$ cat config.mk
export PLATFORM = sky130hd
export DESIGN_NAME = comparador_serie_i_d
export DESIGN_NICKNAME = d
export VERILOG_FILES = /design/src/rtl/comparador_serie_i_d.sv
export SDC_FILE = /design/constraint.sdc
export NUM_CORES = 1
export LEC_CHECK = 0
export BUFFER_PORTS_ARGS = -buffer_cell sky130_fd_sc_hd__buf_2
export CAP_MARGIN = 5
export CORE_ASPECT_RATIO = 0.7
export CORE_MARGIN = 5
export CORE_UTILIZATION = 53
export CTS_CLUSTER_SIZE = 16
export DETAILED_ROUTE_END_ITERATION = 12
export GPL_TIMING_DRIVEN = 1
export HOLD_SLACK_MARGIN = 0.1
export PLACE_DENSITY = 0.73
export SYNTH_ARGS = -nofsm -noshare
export SYNTH_HDL_FRONTEND = slang
export SYNTH_SLANG_ARGS = --single-unit
$ cat constraint.sdc
create_clock -name clk -period 1.6 [get_ports clk]
set_input_delay 0.48 -clock clk [delete_from_list [all_inputs] [get_ports clk]]
set_output_delay 0.48 -clock clk [all_outputs]
set_load 0.1 [all_outputs]
$ cat src/rtl/comparador_serie_i_d.sv
`default_nettype none
// ============================================================================
// Module   : comparador_serie_i_d
// Purpose  : Iterative MSB-first magnitude comparator. It compares K bits per
//            cycle with a start/done handshake.
//            Optional macro COMP_EARLY_STOP_EN: finish as soon as a difference
//            has been seen.
// Revision : 1.0 - initial release
// ============================================================================
module comparador_serie_i_d #(
  parameter int N      = 8,
  parameter int K      = 1,
  parameter int SIGNED = 0
) (
  input  logic         clk,
  input  logic         rst_n,
  input  logic         start,
  input  logic [N-1:0] a_p,
  input  logic [N-1:0] b_p,
  output logic         busy,
  output logic         done,
  output logic         a_gt_b,
  output logic         a_lt_b,
  output logic         a_eq_b
);

  localparam int STEPS = N / K;
  localparam int CW    = $clog2(STEPS + 1);

`ifdef COMP_EARLY_STOP_EN
  localparam bit EARLY_STOP = 1'b1;
`else
  localparam bit EARLY_STOP = 1'b0;
`endif

  typedef enum logic [1:0] {
    S_IDLE = 2'd0,
    S_RUN  = 2'd1,
    S_DONE = 2'd2
  } state_t;

  state_t          state_q;
  logic [N-1:0]    a_q;
  logic [N-1:0]    b_q;
  logic            x_q;
  logic            y_q;
  logic [CW-1:0]   cnt_q;
  logic            busy_q;
  logic            done_q;
  logic            gt_q;
  logic            lt_q;
  logic            eq_q;

  logic            x_d;
  logic            y_d;
  logic            x_nx;
  logic            y_nx;
  logic            cell_a;
  logic            cell_b;
  logic            finish_d;

  // Chain of K cells over the top K bits; the flags from one cell feed the next.
  always_comb begin
    x_d    = x_q;
    y_d    = y_q;
    x_nx   = x_q;
    y_nx   = y_q;
    cell_a = 1'b0;
    cell_b = 1'b0;
    for (int j = 0; j < K; j++) begin
      cell_a = a_q[N-1-j];
      cell_b = b_q[N-1-j];
      // A set sign bit makes the operand smaller, so swap roles on that bit.
      if ((SIGNED != 0) && (j == 0) && (cnt_q == CW'(STEPS))) begin
        cell_a = b_q[N-1];
        cell_b = a_q[N-1];
      end
      x_nx = x_d | (~y_d & cell_a & ~cell_b);
      y_nx = y_d | (~x_d & ~cell_a & cell_b);
      x_d  = x_nx;
      y_d  = y_nx;
    end
  end

  assign finish_d = (cnt_q == CW'(1)) || (EARLY_STOP && (x_d || y_d));

  always_ff @(posedge clk or negedge rst_n) begin
    if (!rst_n) begin
      state_q <= S_IDLE;
      a_q     <= '0;
      b_q     <= '0;
      x_q     <= 1'b0;
      y_q     <= 1'b0;
      cnt_q   <= '0;
      busy_q  <= 1'b0;
      done_q  <= 1'b0;
      gt_q    <= 1'b0;
      lt_q    <= 1'b0;
      eq_q    <= 1'b0;
    end else begin
      done_q <= 1'b0;
      case (state_q)
        S_IDLE, S_DONE: begin
          if (start) begin
            a_q     <= a_p;
            b_q     <= b_p;
            x_q     <= 1'b0;
            y_q     <= 1'b0;
            cnt_q   <= CW'(STEPS);
            busy_q  <= 1'b1;
            state_q <= S_RUN;
          end else begin
            busy_q  <= 1'b0;
            state_q <= S_IDLE;
          end
        end
        S_RUN: begin
          x_q   <= x_d;
          y_q   <= y_d;
          a_q   <= a_q << K;
          b_q   <= b_q << K;
          cnt_q <= cnt_q - CW'(1);
          if (finish_d) begin
            state_q <= S_DONE;
            busy_q  <= 1'b0;
            done_q  <= 1'b1;
            gt_q    <= x_d;
            lt_q    <= y_d;
            eq_q    <= ~x_d & ~y_d;
          end
        end
        default: begin
          busy_q  <= 1'b0;
          state_q <= S_IDLE;
        end
      endcase
    end
  end

  assign busy   = busy_q;
  assign done   = done_q;
  assign a_gt_b = gt_q;
  assign a_lt_b = lt_q;
  assign a_eq_b = eq_q;

endmodule
`default_nettype wire

==> flow_summary.yaml, run 1 <==
synthesis:
  ys_warn_count: 0
  synthesis.area_um2: 1310
  async_flop_share_pct: 100
  synth_seq_cells: 29
  post_synth.cell_area_avg_um2: 12.6
  synth-seq-area-share_pct: 55.6
  synth_edf_count: 0
  synthDistinctLibCells: 27
  synthCells: 104
  synth_nets: 125
  dominantRegCellSynth: "dfrtp_1"
sta:
  fin_worst_skew_ns: 0.00805
  setup_viol: 0
  setup_tns_ns: 0
  finalWorstSetupSlack_ns: 0.121
  finalHoldViolCount: 0
  min_period_ns: 1.48
  worst_pin_slew_ns: 0.631
  hold_slack_ns: 0.159
  slew_violations: 0
  min_period_over_period_pct: 92.4
  rsz0062_at_grt: "false"
  slew_headroom_pct: 58.0
  fmax_mhz: 676
critical_path:
  crit_fanout: 2
  setup.worst_path.start_class: "register"
  worst_ep_required_time_ns: 1.12
  rr_endpoint: "cnt_q[2]$_DFFE_PN0P_"
  reg2reg_depth: 4
  slowest_stage: "dfrtp_1"
  r2r_setup_slack_ns: 0.27
  crit_chain: "clkbuf_4"
  arrival_ns: 1.00
  critPathBufInv: 1
  reg2reg_from: "state_q[0]$_DFFE_PN0P_"
  crit_type: "reg -> out"
  cp-startpoint: "a_gt_b$_DFFE_PN0P_"
  crit_path_end_kind: "output pin"
  slowest_delay_ns: 0.35
  cp_top_family: "flip-flops"
cts:
  clk_latency_ns: 0.32
  cts.htree.levels: 2
  cts_tree: "done"
  cts-root-buf: "clkbuf_4"
  path_clk_slew_ns: 0.09
  cts_buffers: 5
  clock_sinks: 29
  cts_buffer_depth: 2
  cts_setup_buffers: 0
place:
  hpwlAfterDp_um: 1650
  post-place-ws_ns: 0.110
  place_congestion: 0.768
  port_buffers: 23
  place_area_um2: 1430
run_status:
  outcome: "finished clean"
layout:
  final_cell_mix: "dfrtp_1 (29), buf_2 (18), a22o_1 (16)"
  fillers: 225
  final_nets: 150
  layout_commonest_cell: "dfrtp_1"
  drive_gt1_share_pct: 30.0
  synthToLayoutAreaGrowth_pct: 15.9
  diodes: 0
  final_area_um2: 1510
grt:
  grt_max_degree: 30
  grt_usage_pct: 16.0
  gr-total-overflow: 0
  antenna_found_initial: 0
  grt_pass1_wl_um: 4240
  grt_pass1_vias: 938
drt:
  final_antenna_net_count: 0
  wirelength_um: 2380
  avgViaCountPerCell: 5.43
  drt_iter0_drc: 45
  vias: 891
  drc: 0
  drt_first_pass_iters: 4
  wl_per_cell_um: 14.5
floorplan:
  die_w_um: 69.3
  rows: 15
  ios: 24
  core-area_um2: 2400
  die_y_um: 51.5
  fp.dieArea_um2: 3570
  initial_core_util_pct: 54.4
power_and_ir_drop:
  power_density_nw_per_um2: 2210
  vdd_drop_max_v: 0.00113
  p_leak_nw: 0.843
run:
  timing.max_cap.violations: 0
min_path:
  min_path_type: "in -> async"
-- what timing repair did --
action / CTS / global route
hold buffers: 0 / 0
endpoints found under the setup margin: 2 / 3
gates cloned: 0 / 0
gates resized for setup: 2 / 3
-- how the worst max path moves through the flow --
| stage | to | slack (ns) | cells past startpoint |
|---|---|---|---|
| global route | a_gt_b | 0.05 | 1 |
| finish | a_gt_b | 0.12 | 1 |
| detailed placement | cnt_q[2]$_DFFE_PN0P_ | 0.11 | 5 |
| global placement | cnt_q[2]$_DFFE_PN0P_ | 0.18 | 5 |
| floorplan | busy | 0.22 | 0 |
| CTS | a_gt_b | 0.01 | 1 |
-- Yosys cell counts, drive strengths merged (2+ instances only) --
| cell | n | area [µm²] |
|---|---|---|
| nor3b | 2 | 15.0 |
| a21oi | 2 | 10.0 |
| inv | 6 | 22.5 |
| a22o | 16 | 140 |
| nand3b | 2 | 15.0 |
| mux2 | 2 | 26.3 |
| dfrtp | 29 | 726 |
| nor2 | 6 | 30.0 |
| nor3 | 2 | 10.0 |
| a21o | 15 | 113 |
| mux2i | 2 | 20.0 |
| buf | 7 | 60.1 |
| nor2b | 2 | 20.0 |
| ha | 2 | 25.0 |
-- registers in the layout, indices dropped and copies added, names as in the netlist, 2 cells and up --
signal / cells
state_q: 2
b_q: 8
a_q: 8
cnt_q: 4
-- routing by layer --
layer  wire length, µm  track usage [%]
met1              1100             19.0
met2              1110             24.5
met3               124             6.37
met4                44             10.1
met5                 0                0
-- final cells by class --
type | instances | area [µm²] | share of cell area, %
tap | 34 | 42.5 | 2.81
multi-input combinational | 62 | 498 | 32.9
timing repair buffer | 25 | 155 | 10.2
sequential | 29 | 726 | 47.9
clock inverter | 1 | 5.00 | 0.331
inverter | 6 | 22.5 | 1.49
clock buffer | 7 | 65.1 | 4.30
-- per-stage QoR --
step | utilization (%) | cells | total power [mW]
after floorplan | - | 104 | 2.59
after global placement | 59.6 | 156 | 2.78
after detailed placement | 59.6 | 156 | 2.84
after CTS | 62.7 | 164 | 3.37
after global routing | 63.0 | 164 | 3.60
final | 63.0 | 164 | 3.35
-- cell families after synthesis --
| family | after synthesis | share of synthesized area (%) |
|---|---|---|
| AO/OA/AOI/OAI | 38 | 22.9 |
| XOR/XNOR | 1 | 0.671 |
| adder cells (fa/ha/maj) | 2 | 1.92 |
| buffers and inverters | 13 | 6.32 |
| flip-flops | 29 | 55.6 |
| multiplexers | 4 | 3.54 |
| AND/OR/NAND/NOR | 17 | 9.10 |
-- report_power, final --
| part | total, mW | internal, mW | switching (mW) |
|---|---|---|---|
| Clock | 0.508 | 0.254 | 0.254 |
| Sequential | 1.28 | 1.06 | 0.225 |
| Combinational | 1.56 | 0.651 | 0.910 |
Power figures use the tool's default switching activity.
==> inputs of run 2 (changes only) <==
==> constraint.sdc (replaced) <==
create_clock -name clk -period 1.6 [get_ports clk]
set_input_delay 0.08 -clock clk [delete_from_list [all_inputs] [get_ports clk]]
set_output_delay 0.08 -clock clk [all_outputs]
set_load 0.1 [all_outputs]
==> run 2 against run 1 <==
Net effect:
- design area rose by 10%
- maximum frequency is 12% higher
- sequential power about the same
- first-iteration DRC count shrank 53%
- combinational power barely moved
- worst hold slack improved by 0.14 ns
- routed wire length up 12%
- via count rose by 7.0%
- highest routed layer unchanged
==> flow_summary.yaml, run 2 (synthesis gave the netlist of run 1 again) <==
floorplan:
  core-area_um2: 2400
  die_y_um: 51.5
  rows: 15
  die_w_um: 69.3
  ios: 24
  fp.dieArea_um2: 3570
  initial_core_util_pct: 54.4
cts:
  clk_latency_ns: 0.33
  cts_tree: "done"
  cts_buffer_depth: 2
  clock_sinks: 29
  cts-root-buf: "clkbuf_4"
  path_clk_slew_ns: 0.09
  cts_buffers: 5
  cts_resized: 0
  cts.htree.levels: 2
grt:
  antenna_found_initial: 0
  grt_pass1_vias: 944
  grt_max_degree: 30
  grt_pass1_wl_um: 4510
  grt_usage_pct: 17.2
  gr-total-overflow: 0
drt:
  final_antenna_net_count: 0
  avgViaCountPerCell: 5.24
  wirelength_um: 2670
  drt_iter0_drc: 21
  vias: 953
  drc: 0
  wl_per_cell_um: 14.7
  drt_first_pass_iters: 4
power_and_ir_drop:
  power_density_nw_per_um2: 2010
  finalPower_mw: 3.35
  vdd_drop_max_v: 0.000850
  p_leak_nw: 0.913
critical_path:
  crit_type: "reg -> reg"
  arrival_ns: 1.58
  crit_fanout: 22
  worst_ep_required_time_ns: 1.87
  slowest_stage: "dfrtp_1"
  slowest_delay_ns: 0.42
  crit_path_end_kind: "register"
  setup.worst_path.start_class: "register"
  crit_chain: "nor2b_1, buf_4, a22o_1, a21o_1"
sta:
  finalHoldViolCount: 0
  min_period_over_period_pct: 82.2
  slew_headroom_pct: 58.3
  setup_viol: 0
  min_period_ns: 1.32
  rsz0062_at_grt: "false"
  slew_violations: 0
  setup_tns_ns: 0
  fmax_mhz: 760
  worst_pin_slew_ns: 0.626
  hold_slack_ns: 0.294
  fin_worst_skew_ns: 0.00568
min_path:
  min_path_type: "in -> async"
layout:
  final_nets: 168
  final_cell_mix: "dfrtp_1 (29), buf_2 (23), dlygate4sd3_1 (17)"
  synthToLayoutAreaGrowth_pct: 27.6
  drive_gt1_share_pct: 27.0
  fillers: 180
  layout_commonest_cell: "dfrtp_1"
  reg_top3: "a_q (8), b_q (8), cnt_q (4)"
  diodes: 0
  fin_cells: 182
place:
  hpwlAfterDp_um: 1680
  port_buffers: 23
  place_inst: 157
  place_congestion: 0.813
run_status:
  outcome: "finished clean"
run:
  timing.max_cap.violations: 0
-- run 2: critical path, delay by kind of cell, from the launching register on --
kind                   cells  cell delay, ns
AO/OA/AOI/OAI              2            0.27
buffers and inverters      1            0.31
AND/OR/NAND/NOR            1            0.26
flip-flops                 1            0.42
-- run 2: power breakdown --
part | internal (mW) | total (mW) | switching (mW)
logic | 0.636 | 1.55 | 0.918
registers | 1.06 | 1.29 | 0.232
clock network | 0.254 | 0.510 | 0.256
total | 1.95 | 3.35 | 1.40
-- run 2: stage by stage --
step                setup WS (ns)  utilization [%]  area (µm²)
floorplan                   0.351                -        1310
global placement            0.367             59.4        1430
detailed placement          0.312             59.4        1430
CTS                         0.282             69.4        1670
global route                0.177             69.4        1670
finish                      0.285             69.4        1670
-- run 2: worst paths after layout --
check | startpoint | end | slack (ns) | cells after the start
max in group asynchronous | rst_n | b_q[7]$_DFFE_PN0P_ | 0.89 | 2
worst min register to register | b_q[3]$_DFFE_PN0P_ | b_q[3]$_DFFE_PN0P_ | 0.49 | 1
worst max-delay path | state_q[0]$_DFFE_PN0P_ | b_q[5]$_DFFE_PN0P_ | 0.28 | 4
worst min-delay path | rst_n | a_q[2]$_DFFE_PN0P_ | 0.29 | 2
min in group clk | start | x_q$_DFFE_PN0P_ | 0.39 | 4
worst max register to register | state_q[0]$_DFFE_PN0P_ | b_q[5]$_DFFE_PN0P_ | 0.28 | 4
-- run 2: final cells by class --
class	count	area, µm²	area share, %
sequential	29	726	43.5
multi-input combinational	62	498	29.9
timing repair buffer	43	308	18.5
clock buffer	7	65.1	3.90
tap	34	42.5	2.55
inverter	6	22.5	1.35
clock inverter	1	5.00	0.300
-- run 2: metal layers --
metal,share of wire [%],track usage [%]
met5,0,0
met4,2.3,8.44
met3,5.9,8.49
met2,47,25.8
met1,45,20.8
-- run 2: what timing repair did --
| action | CTS | global route |
|---|---|---|
| hold endpoints to repair | 45 | 0 |
| hold buffers | 17 | 0 |
| buffers inserted | 0 | 0 |
